[src/rtl/imem_serial_loader_if.sv]
`default_nettype none
// ============================================================================
// Module      : imem_serial_loader_if
// Description : Byte-stream handshake and instruction-memory write bus
//               shared between the program loader and its environment.
// Revision    : 1.0 - initial release
// ============================================================================
interface imem_serial_loader_if;
    logic        start;
    logic        byte_valid;
    logic [7:0]  byte_data;
    logic        byte_ready;
    logic        imem_we;
    logic [31:0] imem_addr;
    logic [31:0] imem_wdata;
    logic        cpu_hold;
    logic        load_done;
    logic        load_error;
    logic [15:0] words_written;

    // Environment side: sources the stream, observes the memory writes/status
    modport master (
        output start, byte_valid, byte_data,
        input  byte_ready, imem_we, imem_addr, imem_wdata,
        input  cpu_hold, load_done, load_error, words_written
    );

    // Loader side
    modport slave (
        input  start, byte_valid, byte_data,
        output byte_ready, imem_we, imem_addr, imem_wdata,
        output cpu_hold, load_done, load_error, words_written
    );
endinterface
`default_nettype wire

[src/rtl/imem_serial_loader.sv]
`default_nettype none
// ============================================================================
// Module      : imem_serial_loader
// Description : Receives a framed byte stream (16-bit word count, big-endian
//               words, XOR checksum), writes each word to instruction memory
//               and holds the CPU while loading or after a bad frame.
// Revision    : 1.0 - initial release
// ============================================================================
module imem_serial_loader #(
    parameter logic [31:0] ADDR_BASE = 32'h0000_0000,
    parameter int          MAX_WORDS = 64
) (
    input  wire                    clk,
    input  wire                    reset,
    imem_serial_loader_if.slave    bus
);

    typedef enum logic [2:0] {
        ST_IDLE   = 3'd0,
        ST_LEN_HI = 3'd1,
        ST_LEN_LO = 3'd2,
        ST_DATA   = 3'd3,
        ST_CHECK  = 3'd4,
        ST_DONE   = 3'd5,
        ST_ERROR  = 3'd6
    } state_t;

    localparam logic [16:0] C_MAX_WORDS = 17'(MAX_WORDS);

    state_t      state_q,   state_d;
    logic [15:0] len_q,     len_d;
    logic [1:0]  bcnt_q,    bcnt_d;
    logic [23:0] asm_q,     asm_d;
    logic [7:0]  csum_q,    csum_d;
    logic [15:0] wcnt_q,    wcnt_d;
    logic        we_q,      we_d;
    logic [31:0] addr_q,    addr_d;
    logic [31:0] wdata_q,   wdata_d;
    logic        hold_q,    hold_d;
    logic        done_q,    done_d;
    logic        err_q,     err_d;

    logic        ready;
    logic        accept;
    logic [15:0] len_new;

    assign ready   = (state_q == ST_LEN_HI) || (state_q == ST_LEN_LO) ||
                     (state_q == ST_DATA)   || (state_q == ST_CHECK);
    assign accept  = bus.byte_valid && ready;
    assign len_new = {len_q[15:8], bus.byte_data};

    // Next-state and datapath: frame parsing, word assembly, write strobe
    always_comb begin
        state_d = state_q;
        len_d   = len_q;
        bcnt_d  = bcnt_q;
        asm_d   = asm_q;
        csum_d  = csum_q;
        wcnt_d  = wcnt_q;
        we_d    = 1'b0;
        addr_d  = addr_q;
        wdata_d = wdata_q;
        hold_d  = hold_q;
        done_d  = done_q;
        err_d   = err_q;

        case (state_q)
            ST_IDLE, ST_DONE, ST_ERROR: begin
                if (bus.start) begin
                    state_d = ST_LEN_HI;
                    done_d  = 1'b0;
                    err_d   = 1'b0;
                    wcnt_d  = 16'd0;
                    csum_d  = 8'd0;
                    bcnt_d  = 2'd0;
                    hold_d  = 1'b1;
                end
            end
            ST_LEN_HI: begin
                if (accept) begin
                    len_d[15:8] = bus.byte_data;
                    state_d     = ST_LEN_LO;
                end
            end
            ST_LEN_LO: begin
                if (accept) begin
                    len_d = len_new;
                    if ({1'b0, len_new} > C_MAX_WORDS) begin
                        state_d = ST_ERROR;
                        err_d   = 1'b1;
                    end else if (len_new == 16'd0) begin
                        state_d = ST_CHECK;
                    end else begin
                        state_d = ST_DATA;
                        bcnt_d  = 2'd0;
                    end
                end
            end
            ST_DATA: begin
                if (accept) begin
                    csum_d = csum_q ^ bus.byte_data;
                    bcnt_d = bcnt_q + 2'd1;
                    if (bcnt_q == 2'd3) begin
                        // Word complete: strobe is registered, address uses the
                        // pre-increment count, count advances with the strobe.
                        we_d    = 1'b1;
                        wdata_d = {asm_q, bus.byte_data};
                        addr_d  = ADDR_BASE + {14'd0, wcnt_q, 2'b00};
                        wcnt_d  = wcnt_q + 16'd1;
                        if ((wcnt_q + 16'd1) == len_q) begin
                            state_d = ST_CHECK;
                        end
                    end else begin
                        asm_d = {asm_q[15:0], bus.byte_data};
                    end
                end
            end
            ST_CHECK: begin
                if (accept) begin
                    if (bus.byte_data == csum_q) begin
                        state_d = ST_DONE;
                        done_d  = 1'b1;
                        hold_d  = 1'b0;
                    end else begin
                        state_d = ST_ERROR;
                        err_d   = 1'b1;
                    end
                end
            end
            default: begin
                state_d = ST_IDLE;
            end
        endcase
    end

    // State register; async active-low reset abandons any frame in progress
    always_ff @(posedge clk or negedge reset) begin
        if (!reset) begin
            state_q <= ST_IDLE;
            len_q   <= 16'd0;
            bcnt_q  <= 2'd0;
            asm_q   <= 24'd0;
            csum_q  <= 8'd0;
            wcnt_q  <= 16'd0;
            we_q    <= 1'b0;
            addr_q  <= 32'd0;
            wdata_q <= 32'd0;
            hold_q  <= 1'b0;
            done_q  <= 1'b0;
            err_q   <= 1'b0;
        end else begin
            state_q <= state_d;
            len_q   <= len_d;
            bcnt_q  <= bcnt_d;
            asm_q   <= asm_d;
            csum_q  <= csum_d;
            wcnt_q  <= wcnt_d;
            we_q    <= we_d;
            addr_q  <= addr_d;
            wdata_q <= wdata_d;
            hold_q  <= hold_d;
            done_q  <= done_d;
            err_q   <= err_d;
        end
    end

    assign bus.byte_ready    = ready;
    assign bus.imem_we       = we_q;
    assign bus.imem_addr     = addr_q;
    assign bus.imem_wdata    = wdata_q;
    assign bus.cpu_hold      = hold_q;
    assign bus.load_done     = done_q;
    assign bus.load_error    = err_q;
    assign bus.words_written = wcnt_q;

endmodule
`default_nettype wire

[src/flat_wrapper.sv]
// flat-port wrapper written by rule: the top's interface ports become plain ports
module imem_serial_loader_flat 
#(
    parameter logic [31:0] ADDR_BASE = 32'h0000_0000,
    parameter int          MAX_WORDS = 64
)
  (clk, reset, bus_start, bus_byte_valid, bus_byte_data, bus_byte_ready, bus_imem_we, bus_imem_addr, bus_imem_wdata, bus_cpu_hold, bus_load_done, bus_load_error, bus_words_written);
  imem_serial_loader_if bus_i ();
  input  wire clk;
  input  wire reset;
  input wire logic [$bits(bus_i.start)-1:0] bus_start;
  input wire logic [$bits(bus_i.byte_valid)-1:0] bus_byte_valid;
  input wire logic [$bits(bus_i.byte_data)-1:0] bus_byte_data;
  output wire logic [$bits(bus_i.byte_ready)-1:0] bus_byte_ready;
  output wire logic [$bits(bus_i.imem_we)-1:0] bus_imem_we;
  output wire logic [$bits(bus_i.imem_addr)-1:0] bus_imem_addr;
  output wire logic [$bits(bus_i.imem_wdata)-1:0] bus_imem_wdata;
  output wire logic [$bits(bus_i.cpu_hold)-1:0] bus_cpu_hold;
  output wire logic [$bits(bus_i.load_done)-1:0] bus_load_done;
  output wire logic [$bits(bus_i.load_error)-1:0] bus_load_error;
  output wire logic [$bits(bus_i.words_written)-1:0] bus_words_written;
  assign bus_i.start = bus_start;
  assign bus_i.byte_valid = bus_byte_valid;
  assign bus_i.byte_data = bus_byte_data;
  assign bus_byte_ready = bus_i.byte_ready;
  assign bus_imem_we = bus_i.imem_we;
  assign bus_imem_addr = bus_i.imem_addr;
  assign bus_imem_wdata = bus_i.imem_wdata;
  assign bus_cpu_hold = bus_i.cpu_hold;
  assign bus_load_done = bus_i.load_done;
  assign bus_load_error = bus_i.load_error;
  assign bus_words_written = bus_i.words_written;
  imem_serial_loader #(.ADDR_BASE(ADDR_BASE), .MAX_WORDS(MAX_WORDS)) u_core (.clk(clk), .reset(reset), .bus(bus_i));
endmodule
[config.mk]
export PLATFORM = sky130hd
export DESIGN_NAME = imem_serial_loader_flat
export DESIGN_NICKNAME = d
export VERILOG_FILES = /design/src/rtl/imem_serial_loader_if.sv /design/src/rtl/imem_serial_loader.sv /design/src/flat_wrapper.sv
export SDC_FILE = /design/constraint.sdc
export NUM_CORES = 1
export LEC_CHECK = 0
export CAP_MARGIN = 20
export CELL_PAD_IN_SITES_DETAIL_PLACEMENT = 1
export CELL_PAD_IN_SITES_GLOBAL_PLACEMENT = 1
export CORE_ASPECT_RATIO = 2
export CORE_MARGIN = 1
export CORE_UTILIZATION = 42
export DETAILED_ROUTE_END_ITERATION = 12
export PLACE_DENSITY = 0.84
export SLEW_MARGIN = 20
export SYNTH_ARGS = -nofsm -noshare
export SYNTH_HDL_FRONTEND = slang
export SYNTH_SLANG_ARGS = --single-unit
[constraint.sdc]
create_clock -name clk -period 2.6 [get_ports clk]
set_input_delay 0.52 -clock clk [delete_from_list [all_inputs] [get_ports clk]]
set_output_delay 0.52 -clock clk [all_outputs]
set_load 0.02 [all_outputs]
==> key figures <==
Run status
  – Status: finished, final reports clean

Synth
  – Synthesis Warnings: 0
  – Post-synth ARST share: between 90% and 100%
  – Number of flops mapped to enable cells by yosys: 0
  – Seq/Total Area, Yosys: about half
  – Top_reg_cell synth: dfrtp_1
  – Yosys cell types: 72
  – Syn avg cell area: approximately 9.7 sq um
  – Flops & latches, synth: ~120
  – Cell Area, Synth: 0.00610 sq mm
  – Syn Inst Count: 626

Worst setup path
  – Setup CP Type: input pin to flop
  – CP Launch Type: input pin
  – FF-to-FF setup slack: around 150 ps
  – Critical Path End Type: flop
  – Crit path max fanout: 4
  – Required time worst endpoint: between 2000 and 3000 ps
  – Arrival @ worst endpoint: about 2900 ps

Floorplan
  – Initial core utilization: 42.7%
  – Die Y: approximately 170 um
  – Area of the die: 0.0150 sq mm
  – Ports: a little under 100
  – Row count: 62
  – Core region area: ~0.014 sq mm
  – Die width: ~87 um

Timing
  – Unrepaired setup endpoints after global routing: no
  – Max-slew violations: 0
  – Max_slew headroom: 48.7%
  – Max Clk Rate: 399 MHz
  – Worst-Margin Slew: 770 ps
  – Final setup viols: 0
  – Period utilization: a little under 100%
  – Hold Violations, Final: 0
  – Clock skew: just under 10 ps
  – Final setup margin: slightly above 90 ps
  – Final min period: around 2500 ps

Clock network
  – Number of buffers added for setup after CTS: 0
  – CTS clk-pin slew, worst paths: 60 ps
  – Root Driver: clkbuf_16
  – CTS Buffer Depth: 2
  – CTS resizes: 0
  – CTS sink cnt: about 120
  – CTS tree: built
  – Total number of H-tree levels: 4
  – CTS Buf Count: 17
  – Hold Buf Count CTS: 0
  – Clock latency on the worst-skew pair: 420 ps

Placement
  – IO buf count: 80
  – Placement Setup Slack: -252 ps
  – Dpl hpwl: approximately 14000 um
  – Routability congestion estimate: between 0.9 and 1
  – Cells after DPL: 917

Route
  – 1st-iter DRT viols: ~350
  – DRT Pass-1 Iters: 4
  – Drt wl/cell: ~21 um
  – Routed Antenna Nets: 0
  – Via count: around 5.3k
  – Vias per cell: approximately 5.6
  – Remaining DRCs: 0
  – Final wirelength: around 20000 um

Finish
  – Nets: approximately 760
  – Sequential cell area: around 0.003 sq mm
  – Synthesis-to-layout area growth: 29.5%
  – Filler cells: ~1.7k
  – Multi-input gate area: 0.00279 sq mm
  – Finished Layout Cells: roughly 950
  – Share of cells above drive strength 1: 19.2%

GRT
  – Grt total ovfl: 0
  – Largest net degree at the start of global routing: 46
  – Initial antenna violation count: 1
  – All-Layer GR Usage: 28.5%
  – First-pass GRT wire length: between 30000 and 40000 um
  – Vias in the first global route: just under 6k

Run
  – Max-cap viol count: 0

Power
  – Pwr per Cell Area: roughly 1100 mW/mm^2
  – Peak supply drop: 656 uV
  – Total power draw: 8.74 mW
  – Leakage power: approximately 3.6 nW

Min path
  – Hold WC Path Type: input pin to asynchronous set/reset pin
## synth_stat cells (5+ instances only)
cell type  instances  area, sq um
a31oi_1            5         31.3
inv_1              8         30.0
a21o_1            11         82.6
nand2_1          164          616
nor2_1            26         97.6
buf_4             22          165
o21ai_0           38          190
xnor2_1           10         87.6
xor2_1            16          140
nor4_1             7         43.8
nand2b_1           5         31.3
nand3_1            6         30.0
mux2_2            41          462
nor3_1             8         40.0
buf_2             18         90.1
nand4_1            7         43.8
or3_1              5         31.3
dfrtp_1          121         3030
nor3b_1            9         67.6
clkbuf_1           9         33.8
o31ai_1            6         45.0
a21oi_1           10         50.1
## power by group
part           leakage [nW]  internal [mW]  total [mW]  switching (mW)
combinational          1.78           1.57        3.35            1.78
sequential             1.55           2.58        3.23           0.652
clock                 0.259           1.24        2.16           0.918
total                  3.59           5.39        8.74            3.35
## worst paths after layout
path                                          from                          end  cells after the start
max                               bus_byte_data[2]            u_core.state_q[0]                      8
min                                          reset             u_core.asm_q[17]                      1
max reg2reg                      u_core.state_q[2]  u_core.bus.words_written[4]                      7
min reg2reg                u_core.bus.imem_addr[4]      u_core.bus.imem_addr[4]                      2
max in group asynchronous                    reset     u_core.bus.imem_addr[17]                      2
min in group clk           u_core.bus.imem_addr[4]      u_core.bus.imem_addr[4]                      2
## through the flow
step | area (sq um) | setup TNS, ps | hold slack [ps] | util [%]
after floorplan | 6150 | 0 | 224 | -
after global placement | 7350 | -1820 | 448 | 51.5
after detailed placement | 7350 | -679 | 463 | 51.5
after CTS | 7890 | 0 | 124 | 55.3
after global routing | 7900 | 0 | 139 | 55.3
final | 7900 | 0 | 108 | 55.3
## final cells by class
| cell class | instances | share of cell area [%] |
|---|---|---|
| antenna | 1 | 0.0317 |
| tap | 192 | 3.04 |
| inverter | 9 | 0.428 |
| sequential | 121 | 38.4 |
| timing repair buffer | 137 | 16.0 |
| multi-input combinational | 458 | 35.3 |
| clock inverter | 13 | 1.25 |
| clock buffer | 18 | 5.56 |
## layout by cell type, fill, tap and decap left out, drive strengths merged, types with 9 or more instances in the layout
cell / instances
a21o: 11
a21oi: 10
buf: 58
clkbuf: 18
clkdlybuf4s50: 79
conb: 16
dfrtp: 121
inv: 12
mux2: 41
nand2: 165
nor2: 27
nor3b: 9
nor4: 10
o21ai: 38
xnor2: 10
xor2: 16
## critical path: stages
cell,delay (ps)
clkdlybuf4s50_1,510
nor3_1,490
nand2_1,190
a2111oi_0,530
buf_4,210
o21a_1,140
or3_1,110
o211a_1,150
## cell families after synthesis
group	count (synthesis)	synth area share [%]
DFF	121	49.7
xor gates and xnor gates	26	3.73
buffers and inverters	62	5.66
AOI/OAI and AO/OA	103	11.3
and+or+nand+nor	267	20.9
adders and majority gates	3	0.739
muxes	43	7.90
other	1	0.0615
## layer usage
| metal | part of all wire, % | up-vias | GRT usage (%) | routed length, um |
|---|---|---|---|---|
| li1 | - | 2353 | - | - |
| met1 | 35 | 2685 | 29.0 | 7080 |
| met2 | 56 | 192 | 53.3 | 11300 |
| met3 | 3.3 | 69 | 4.68 | 660 |
| met4 | 5.4 | 0 | 17.1 | 1100 |
| met5 | 0 | - | 0 | 0 |
## registers in the layout (all words and copies together), names as in the netlist
signal,cells
u_core.bus.imem_wdata,32
u_core.asm_q,24
u_core.bus.imem_addr,16
u_core.bus.words_written,16
u_core.len_q,16
u_core.csum_q,8
u_core.state_q,3
u_core.bcnt_q,2
u_core.bus.cpu_hold,1
u_core.bus.imem_we,1
u_core.bus.load_done,1
u_core.bus.load_error,1
Power figures use the tool's default switching activity.
